**src/rtl/id_ex_alu_issue_if.sv**
```systemverilog
// id_ex_alu_issue_if: ID capture, forwarding sources and ALU-facing EX outputs of the ID/EX issue stage.
interface id_ex_alu_issue_if #(parameter int XLEN = 32);
  logic            stall, flush, id_valid;
  logic [XLEN-1:0] id_readdata1, id_readdata2, id_imm;
  logic [4:0]      id_rs1, id_rs2, id_rd;
  logic [1:0]      id_ALUOp;
  logic [2:0]      id_funct3;
  logic            id_funct7b5;
  logic            id_ALUSrc, id_RegWrite, id_MemRead, id_MemWrite, id_Branch;
  logic [4:0]      exmem_rd;
  logic            exmem_RegWrite;
  logic [XLEN-1:0] exmem_ALUResult;
  logic [4:0]      memwb_rd;
  logic            memwb_RegWrite;
  logic [XLEN-1:0] memwb_WriteData;
  logic [XLEN-1:0] readdata1, ALUSrcResult, ex_store_data;
  logic [3:0]      ALUControlOp;
  logic            ex_valid, ex_RegWrite, ex_MemRead, ex_MemWrite, ex_Branch, ex_illegal;
  logic [4:0]      ex_rd;
  modport master (
    input  stall, flush, id_valid, id_readdata1, id_readdata2, id_imm,
           id_rs1, id_rs2, id_rd, id_ALUOp, id_funct3, id_funct7b5,
           id_ALUSrc, id_RegWrite, id_MemRead, id_MemWrite, id_Branch,
           exmem_rd, exmem_RegWrite, exmem_ALUResult,
           memwb_rd, memwb_RegWrite, memwb_WriteData,
    output readdata1, ALUSrcResult, ALUControlOp, ex_store_data,
           ex_valid, ex_rd, ex_RegWrite, ex_MemRead, ex_MemWrite, ex_Branch, ex_illegal
  );
  modport slave (
    output stall, flush, id_valid, id_readdata1, id_readdata2, id_imm,
           id_rs1, id_rs2, id_rd, id_ALUOp, id_funct3, id_funct7b5,
           id_ALUSrc, id_RegWrite, id_MemRead, id_MemWrite, id_Branch,
           exmem_rd, exmem_RegWrite, exmem_ALUResult,
           memwb_rd, memwb_RegWrite, memwb_WriteData,
    input  readdata1, ALUSrcResult, ALUControlOp, ex_store_data,
           ex_valid, ex_rd, ex_RegWrite, ex_MemRead, ex_MemWrite, ex_Branch, ex_illegal
  );
endinterface

```
**src/rtl/id_ex_alu_issue.sv**
```systemverilog
// id_ex_alu_issue: ID/EX stage register with ALU control decode; define ID_EX_FORWARDING_EN for EX/MEM and MEM/WB operand forwarding.
module id_ex_alu_issue #(parameter int XLEN = 32) (
  input logic clk,
  input logic reset,
  id_ex_alu_issue_if.master bus
);
  typedef struct packed {
    logic            valid, illegal, alusrc, regwrite, memread, memwrite, branch;
    logic [3:0]      aluctl;
    logic [4:0]      rs1, rs2, rd;
    logic [XLEN-1:0] rd1, rd2, imm;
  } stage_t;
  stage_t          st, nxt;
  logic            f3_ok;
  logic [3:0]      f3_ctl;
  logic [XLEN-1:0] fwd1, fwd2;
  always_comb begin
    f3_ok  = bus.id_funct3 inside {3'b000, 3'b111, 3'b110, 3'b010};
    f3_ctl = bus.id_funct3 == 3'b111 ? 4'b0000 :
             bus.id_funct3 == 3'b110 ? 4'b0001 :
             bus.id_funct3 == 3'b010 ? 4'b0111 :
             (bus.id_ALUOp == 2'b10 && bus.id_funct7b5) ? 4'b0110 : 4'b0010;
    nxt = '0;
    if (bus.id_valid) begin
      nxt.valid    = 1'b1;
      nxt.illegal  = bus.id_ALUOp[1] & ~f3_ok;
      nxt.aluctl   = bus.id_ALUOp == 2'b00 ? 4'b0010 :
                     bus.id_ALUOp == 2'b01 ? 4'b0110 :
                     f3_ok ? f3_ctl : 4'b1111;
      nxt.alusrc   = bus.id_ALUSrc;
      nxt.regwrite = bus.id_RegWrite;
      nxt.memread  = bus.id_MemRead;
      nxt.memwrite = bus.id_MemWrite;
      nxt.branch   = bus.id_Branch;
      nxt.rs1      = bus.id_rs1;
      nxt.rs2      = bus.id_rs2;
      nxt.rd       = bus.id_rd;
      nxt.rd1      = bus.id_readdata1;
      nxt.rd2      = bus.id_readdata2;
      nxt.imm      = bus.id_imm;
    end
  end
  always_ff @(posedge clk or posedge reset)
    if (reset) st <= '0;
    else if (bus.flush) st <= '0;
    else if (!bus.stall) st <= nxt;
`ifdef ID_EX_FORWARDING_EN
  function automatic logic hit(input logic we, input logic [4:0] prd, input logic [4:0] rs);
    return we && prd != 5'd0 && prd == rs;
  endfunction
  // EX/MEM is the younger producer, so it shadows MEM/WB
  always_comb begin
    fwd1 = hit(bus.exmem_RegWrite, bus.exmem_rd, st.rs1) ? bus.exmem_ALUResult :
           hit(bus.memwb_RegWrite, bus.memwb_rd, st.rs1) ? bus.memwb_WriteData : st.rd1;
    fwd2 = hit(bus.exmem_RegWrite, bus.exmem_rd, st.rs2) ? bus.exmem_ALUResult :
           hit(bus.memwb_RegWrite, bus.memwb_rd, st.rs2) ? bus.memwb_WriteData : st.rd2;
  end
`else
  logic unused_fwd;
  assign fwd1 = st.rd1;
  assign fwd2 = st.rd2;
  assign unused_fwd = ^{bus.exmem_rd, bus.exmem_RegWrite, bus.exmem_ALUResult,
                        bus.memwb_rd, bus.memwb_RegWrite, bus.memwb_WriteData, st.rs1, st.rs2};
`endif
  assign bus.readdata1     = st.valid ? fwd1 : '0;
  assign bus.ex_store_data = st.valid ? fwd2 : '0;
  assign bus.ALUSrcResult  = !st.valid ? '0 : st.alusrc ? st.imm : fwd2;
  assign bus.ALUControlOp  = st.aluctl;
  assign bus.ex_valid      = st.valid;
  assign bus.ex_rd         = st.rd;
  assign bus.ex_RegWrite   = st.regwrite;
  assign bus.ex_MemRead    = st.memread;
  assign bus.ex_MemWrite   = st.memwrite;
  assign bus.ex_Branch     = st.branch;
  assign bus.ex_illegal    = st.valid & st.illegal;
endmodule
```
**src/flat_wrapper.sv**
```systemverilog
// flat-port wrapper written by rule: the top's interface ports become plain ports
module id_ex_alu_issue_flat 
#(parameter int XLEN = 32)
  (clk, reset, bus_stall, bus_flush, bus_id_valid, bus_id_readdata1, bus_id_readdata2, bus_id_imm, bus_id_rs1, bus_id_rs2, bus_id_rd, bus_id_ALUOp, bus_id_funct3, bus_id_funct7b5, bus_id_ALUSrc, bus_id_RegWrite, bus_id_MemRead, bus_id_MemWrite, bus_id_Branch, bus_exmem_rd, bus_exmem_RegWrite, bus_exmem_ALUResult, bus_memwb_rd, bus_memwb_RegWrite, bus_memwb_WriteData, bus_readdata1, bus_ALUSrcResult, bus_ALUControlOp, bus_ex_store_data, bus_ex_valid, bus_ex_rd, bus_ex_RegWrite, bus_ex_MemRead, bus_ex_MemWrite, bus_ex_Branch, bus_ex_illegal);
  id_ex_alu_issue_if #(.XLEN(XLEN)) bus_i ();
  input logic clk;
  input logic reset;
  input wire logic [$bits(bus_i.stall)-1:0] bus_stall;
  input wire logic [$bits(bus_i.flush)-1:0] bus_flush;
  input wire logic [$bits(bus_i.id_valid)-1:0] bus_id_valid;
  input wire logic [$bits(bus_i.id_readdata1)-1:0] bus_id_readdata1;
  input wire logic [$bits(bus_i.id_readdata2)-1:0] bus_id_readdata2;
  input wire logic [$bits(bus_i.id_imm)-1:0] bus_id_imm;
  input wire logic [$bits(bus_i.id_rs1)-1:0] bus_id_rs1;
  input wire logic [$bits(bus_i.id_rs2)-1:0] bus_id_rs2;
  input wire logic [$bits(bus_i.id_rd)-1:0] bus_id_rd;
  input wire logic [$bits(bus_i.id_ALUOp)-1:0] bus_id_ALUOp;
  input wire logic [$bits(bus_i.id_funct3)-1:0] bus_id_funct3;
  input wire logic [$bits(bus_i.id_funct7b5)-1:0] bus_id_funct7b5;
  input wire logic [$bits(bus_i.id_ALUSrc)-1:0] bus_id_ALUSrc;
  input wire logic [$bits(bus_i.id_RegWrite)-1:0] bus_id_RegWrite;
  input wire logic [$bits(bus_i.id_MemRead)-1:0] bus_id_MemRead;
  input wire logic [$bits(bus_i.id_MemWrite)-1:0] bus_id_MemWrite;
  input wire logic [$bits(bus_i.id_Branch)-1:0] bus_id_Branch;
  input wire logic [$bits(bus_i.exmem_rd)-1:0] bus_exmem_rd;
  input wire logic [$bits(bus_i.exmem_RegWrite)-1:0] bus_exmem_RegWrite;
  input wire logic [$bits(bus_i.exmem_ALUResult)-1:0] bus_exmem_ALUResult;
  input wire logic [$bits(bus_i.memwb_rd)-1:0] bus_memwb_rd;
  input wire logic [$bits(bus_i.memwb_RegWrite)-1:0] bus_memwb_RegWrite;
  input wire logic [$bits(bus_i.memwb_WriteData)-1:0] bus_memwb_WriteData;
  output wire logic [$bits(bus_i.readdata1)-1:0] bus_readdata1;
  output wire logic [$bits(bus_i.ALUSrcResult)-1:0] bus_ALUSrcResult;
  output wire logic [$bits(bus_i.ALUControlOp)-1:0] bus_ALUControlOp;
  output wire logic [$bits(bus_i.ex_store_data)-1:0] bus_ex_store_data;
  output wire logic [$bits(bus_i.ex_valid)-1:0] bus_ex_valid;
  output wire logic [$bits(bus_i.ex_rd)-1:0] bus_ex_rd;
  output wire logic [$bits(bus_i.ex_RegWrite)-1:0] bus_ex_RegWrite;
  output wire logic [$bits(bus_i.ex_MemRead)-1:0] bus_ex_MemRead;
  output wire logic [$bits(bus_i.ex_MemWrite)-1:0] bus_ex_MemWrite;
  output wire logic [$bits(bus_i.ex_Branch)-1:0] bus_ex_Branch;
  output wire logic [$bits(bus_i.ex_illegal)-1:0] bus_ex_illegal;
  assign bus_i.stall = bus_stall;
  assign bus_i.flush = bus_flush;
  assign bus_i.id_valid = bus_id_valid;
  assign bus_i.id_readdata1 = bus_id_readdata1;
  assign bus_i.id_readdata2 = bus_id_readdata2;
  assign bus_i.id_imm = bus_id_imm;
  assign bus_i.id_rs1 = bus_id_rs1;
  assign bus_i.id_rs2 = bus_id_rs2;
  assign bus_i.id_rd = bus_id_rd;
  assign bus_i.id_ALUOp = bus_id_ALUOp;
  assign bus_i.id_funct3 = bus_id_funct3;
  assign bus_i.id_funct7b5 = bus_id_funct7b5;
  assign bus_i.id_ALUSrc = bus_id_ALUSrc;
  assign bus_i.id_RegWrite = bus_id_RegWrite;
  assign bus_i.id_MemRead = bus_id_MemRead;
  assign bus_i.id_MemWrite = bus_id_MemWrite;
  assign bus_i.id_Branch = bus_id_Branch;
  assign bus_i.exmem_rd = bus_exmem_rd;
  assign bus_i.exmem_RegWrite = bus_exmem_RegWrite;
  assign bus_i.exmem_ALUResult = bus_exmem_ALUResult;
  assign bus_i.memwb_rd = bus_memwb_rd;
  assign bus_i.memwb_RegWrite = bus_memwb_RegWrite;
  assign bus_i.memwb_WriteData = bus_memwb_WriteData;
  assign bus_readdata1 = bus_i.readdata1;
  assign bus_ALUSrcResult = bus_i.ALUSrcResult;
  assign bus_ALUControlOp = bus_i.ALUControlOp;
  assign bus_ex_store_data = bus_i.ex_store_data;
  assign bus_ex_valid = bus_i.ex_valid;
  assign bus_ex_rd = bus_i.ex_rd;
  assign bus_ex_RegWrite = bus_i.ex_RegWrite;
  assign bus_ex_MemRead = bus_i.ex_MemRead;
  assign bus_ex_MemWrite = bus_i.ex_MemWrite;
  assign bus_ex_Branch = bus_i.ex_Branch;
  assign bus_ex_illegal = bus_i.ex_illegal;
  id_ex_alu_issue #(.XLEN(XLEN)) u_core (.clk(clk), .reset(reset), .bus(bus_i));
endmodule
```
**config.mk**
```make
export PLATFORM = sky130hd
export DESIGN_NAME = id_ex_alu_issue_flat
export DESIGN_NICKNAME = d
export VERILOG_FILES = /design/src/rtl/id_ex_alu_issue_if.sv /design/src/rtl/id_ex_alu_issue.sv /design/src/flat_wrapper.sv
export SDC_FILE = /design/constraint.sdc
export NUM_CORES = 1
export LEC_CHECK = 0
export ABC_AREA = 1
export BUFFER_PORTS_ARGS = -buffer_cell sky130_fd_sc_hd__buf_2
export CORE_ASPECT_RATIO = 1.1
export CORE_MARGIN = 8
export CORE_UTILIZATION = 32
export CTS_BUF_LIST = sky130_fd_sc_hd__clkbuf_8 sky130_fd_sc_hd__clkbuf_16
export DETAILED_ROUTE_END_ITERATION = 7
export HOLD_SLACK_MARGIN = 0.1
export MAX_ROUTING_LAYER = met4
export PLACE_DENSITY_LB_ADDON = 0.1
export SYNTH_ARGS = -nofsm -noshare
export SYNTH_HDL_FRONTEND = slang
export SYNTH_SLANG_ARGS = --single-unit
```
**constraint.sdc**
```tcl
create_clock -name clk -period 4.55 [get_ports clk]
set_input_delay 0.91 -clock clk [delete_from_list [all_inputs] [get_ports clk]]
set_output_delay 0.91 -clock clk [all_outputs]
set_load 0.05 [all_outputs]
```
==> flow_summary.json <==
{
  "outcome": "finished, final reports clean",
  "ioPinCount": 314,
  "numCtsBuffers": 9,
  "clockBufferDepth": 2,
  "worst_path_dominant_cell_family": "flip-flops",
  "power_frac_comb": 0.115,
  "power.share.sequential": 0.498,
  "drt_iter0_drc": 248,
  "vias_per_cell": 4.316,
  "mostFrequentLayoutCell": "sky130_fd_sc_hd__nand2_1",
  "synth.yosys.warnings": 0,
  "detail_route.wl_per_cell_um": 14.57,
  "achievable-frequency_mhz": 319.1,
  "placeableCoreArea_um2": 16370,
  "criticalPathCategory": "flop to primary output",
  "finalClockSkew_ns": 0,
  "setup_repair_after_global_routing_missed_its_margin": "no",
  "finalWorstSetupSlack_ns": 1.416,
  "final_min_period_over_clock_period": 0.6887,
  "rows": 49,
  "globalRouteOverflowTotal": 0,
  "switching_share": 0.2740,
  "timing.critical_path.arrival_ns": 2.22,
  "crit_path_cell_trace": "buf_4 > o21ai_0 > a21oi_1 > buf_2",
  "grt.total_usage": 0.1600,
  "port-buffer-count": 227,
  "globalRouteMet1Util": 0.1979,
  "p_leak_nw": 4.440,
  "gr-max-usage-layer": "met2",
  "worst_skew_pair.late_latency_ns": 0.35,
  "cts-htree-levels": 3,
  "finalWirelength_um": 16390,
  "setup-violations-final": 0,
  "layoutNonFillerInstCount": 1125,
  "placement.setup.worst_slack_ns": 1.793,
  "synth_seq_cells": 112,
  "syn2layout_area_growth_pct": 27.61,
  "totalNegativeSetupSlack_ns": 0,
  "gp_routability_congestion": 0.7191,
  "max-slew-margin-rel": 0.3106,
  "worst_slew_pin_slew_ns": 1.034,
  "power.ir.vdd_worst_mv": 0.1733,
  "end_kind": "primary output",
  "postSynthCellCount": 717,
  "slowest_cell_on_crit_path": "sky130_fd_sc_hd__dfrtp_4",
  "syn-cell-area_um2": 5353,
  "post-cts-setup-buffers": 0,
  "cellInternalPower_mw": 1.553,
  "hold_buffers": 0,
  "hold_path.class": "flop to flop",
  "drive_gt1_frac": 0.2927,
  "initial_cell_density_of_the_core": 0.3270,
  "crit_required_ns": 3.64,
  "timing.critical_path.fanout_max": 61,
  "dieArea_um2": 21130,
  "syn_avg_cell_area_um2": 7.465,
  "cp-start-kind": "flop",
  "tritoncts_clock_tree": "yes",
  "crit_buf_inv": 2,
  "finalNetCount": 1117,
  "synth.lib_cells_used.distinct": 18,
  "chipWidth_um": 139.3,
  "critPathMaxStageDelay_ns": 0.86,
  "detailed_routing_iteration_count_for_the_pre_antenna_repair_pass": 7,
  "met3_usage": 0.04638,
  "report.final.slew_viol_count": 0,
  "clk_pin_slew_ns": 0.08,
  "clock_sink_count": 112,
  "cells_after_dpl": 1107,
  "route.vias.total": 4856,
  "grt_max_degree": 66,
  "dpl-instance-area_um2": 6520,
  "fp.dieH_um": 151.6,
  "globalRouteMet2Util": 0.2471,
  "number_of_global_route_vias_before_repair": 4889,
  "mostFrequentLayoutCells": "sky130_fd_sc_hd__nand2_1, sky130_fd_sc_hd__buf_2, sky130_fd_sc_hd__dfrtp_1",
  "post_cts_resize_count": 0,
  "timing.hold.ws_ns": 0.4739,
  "clock_tree.root_cell": "sky130_fd_sc_hd__clkbuf_16",
  "cap_viol_max_count": 0,
  "power.density_cell_area_nw_per_um2": 313.3,
  "share_clk_of_total_power": 0.387,
  "power_switching_mw": 0.5864,
  "period_minus_slack_ns": 3.134,
  "nets_in_the_synthesized_netlist": 920,
  "antenna_found_initial": 2,
  "final_antenna_net_count": 0,
  "seq_area_frac_synth": 0.5236,
  "finish.instance_area_um2": 6830,
  "route.detailed.drc": 0,
  "timing.final.hold_violations": 0,
  "detailedPlacementHpwl_um": 11370,
  "grt_first_pass_wirelength_um": 25990
}
power groups by stage:
stage | Sequential (mW) | Combinational (mW) | Clock, mW
4_1_cts | 1.07 | 0.252 | 0.858
6_report | 1.07 | 0.246 | 0.828
3_3_place_gp | 1.09 | 0.251 | 0
3_5_place_dp | 1.09 | 0.252 | 0
5_1_grt | 1.07 | 0.275 | 0.902
2_1_floorplan | 1.07 | 0.166 | 0
synthesized netlist by cell type (all sizes together):
cell      n  share of area
nand2   341           0.24
dfrtp   112           0.52
inv     105          0.074
o21ai    62          0.058
buf      39          0.050
a21oi    28          0.026
nor2     17          0.012
clkbuf   10         0.0072
nand3     2         0.0042
nand3b    1         0.0014
worst paths after layout:
path	startpoint	end	slack [ns]	depth (start not counted)
setup / recovery	u_core.bus.ex_valid	bus_ALUSrcResult[11]	1.42	4
hold / removal	u_core.bus.ex_RegWrite	u_core.bus.ex_RegWrite	0.47	2
setup reg to reg	u_core.st[119]	u_core.st[119]	2.90	2
hold reg to reg	u_core.bus.ex_RegWrite	u_core.bus.ex_RegWrite	0.47	2
max in group asynchronous	reset	u_core.fwd2[30]	3.02	3
min in group asynchronous	reset	u_core.st[6]	0.71	2
worst min-delay path: cells and delay by family (launching register included):
family        cells  cell delay (ns)
flops             1             0.34
simple gates      2             0.11
registers in the layout, summed over array words and instances (netlist names):
name	count
u_core.bus.ex_MemRead	1
u_core.bus.ex_Branch	1
u_core.bus.ex_valid	1
u_core.st	34
u_core.fwd1	32
u_core.bus.ALUControlOp	4
u_core.fwd2	32
u_core.bus.ex_RegWrite	1
u_core.bus.ex_MemWrite	1
u_core.bus.ex_rd	5
per-layer routing:
layer,vias to the layer above,part of all wire
met2,140,0.46
met3,12,0.068
met4,0,0.014
met1,2195,0.46
li1,2509,-
met5,-,0
per-stage QoR:
stage | total power [mW] | util
after floorplan | 1.239 | -
after global placement | 1.337 | 0.3983
after detailed placement | 1.338 | 0.3983
after CTS | 2.176 | 0.4170
after global routing | 2.251 | 0.4173
final | 2.140 | 0.4173
cell type report:
class | instances | area [um2]
Clock buffer | 10 | 239.0
Sequential cell | 112 | 2808
Tap cell | 204 | 255.2
Multi-Input combinational cell | 451 | 1849
Fill cell | 1809 | 9539
Inverter | 105 | 399.1
Clock inverter | 6 | 66.31
Timing Repair Buffer | 235 | 1209
Antenna cell | 2 | 5.005
kinds of logic (layout without fill, tap and decap cells):
family,count (synthesis),after routing,synth area share
simple gates,361,361,0.2613
buf+inv,154,356,0.1309
compound gates,90,90,0.08415
other cells,0,2,0
flops,112,112,0.5236
Note: power is estimated with default switching activity, not from simulation.
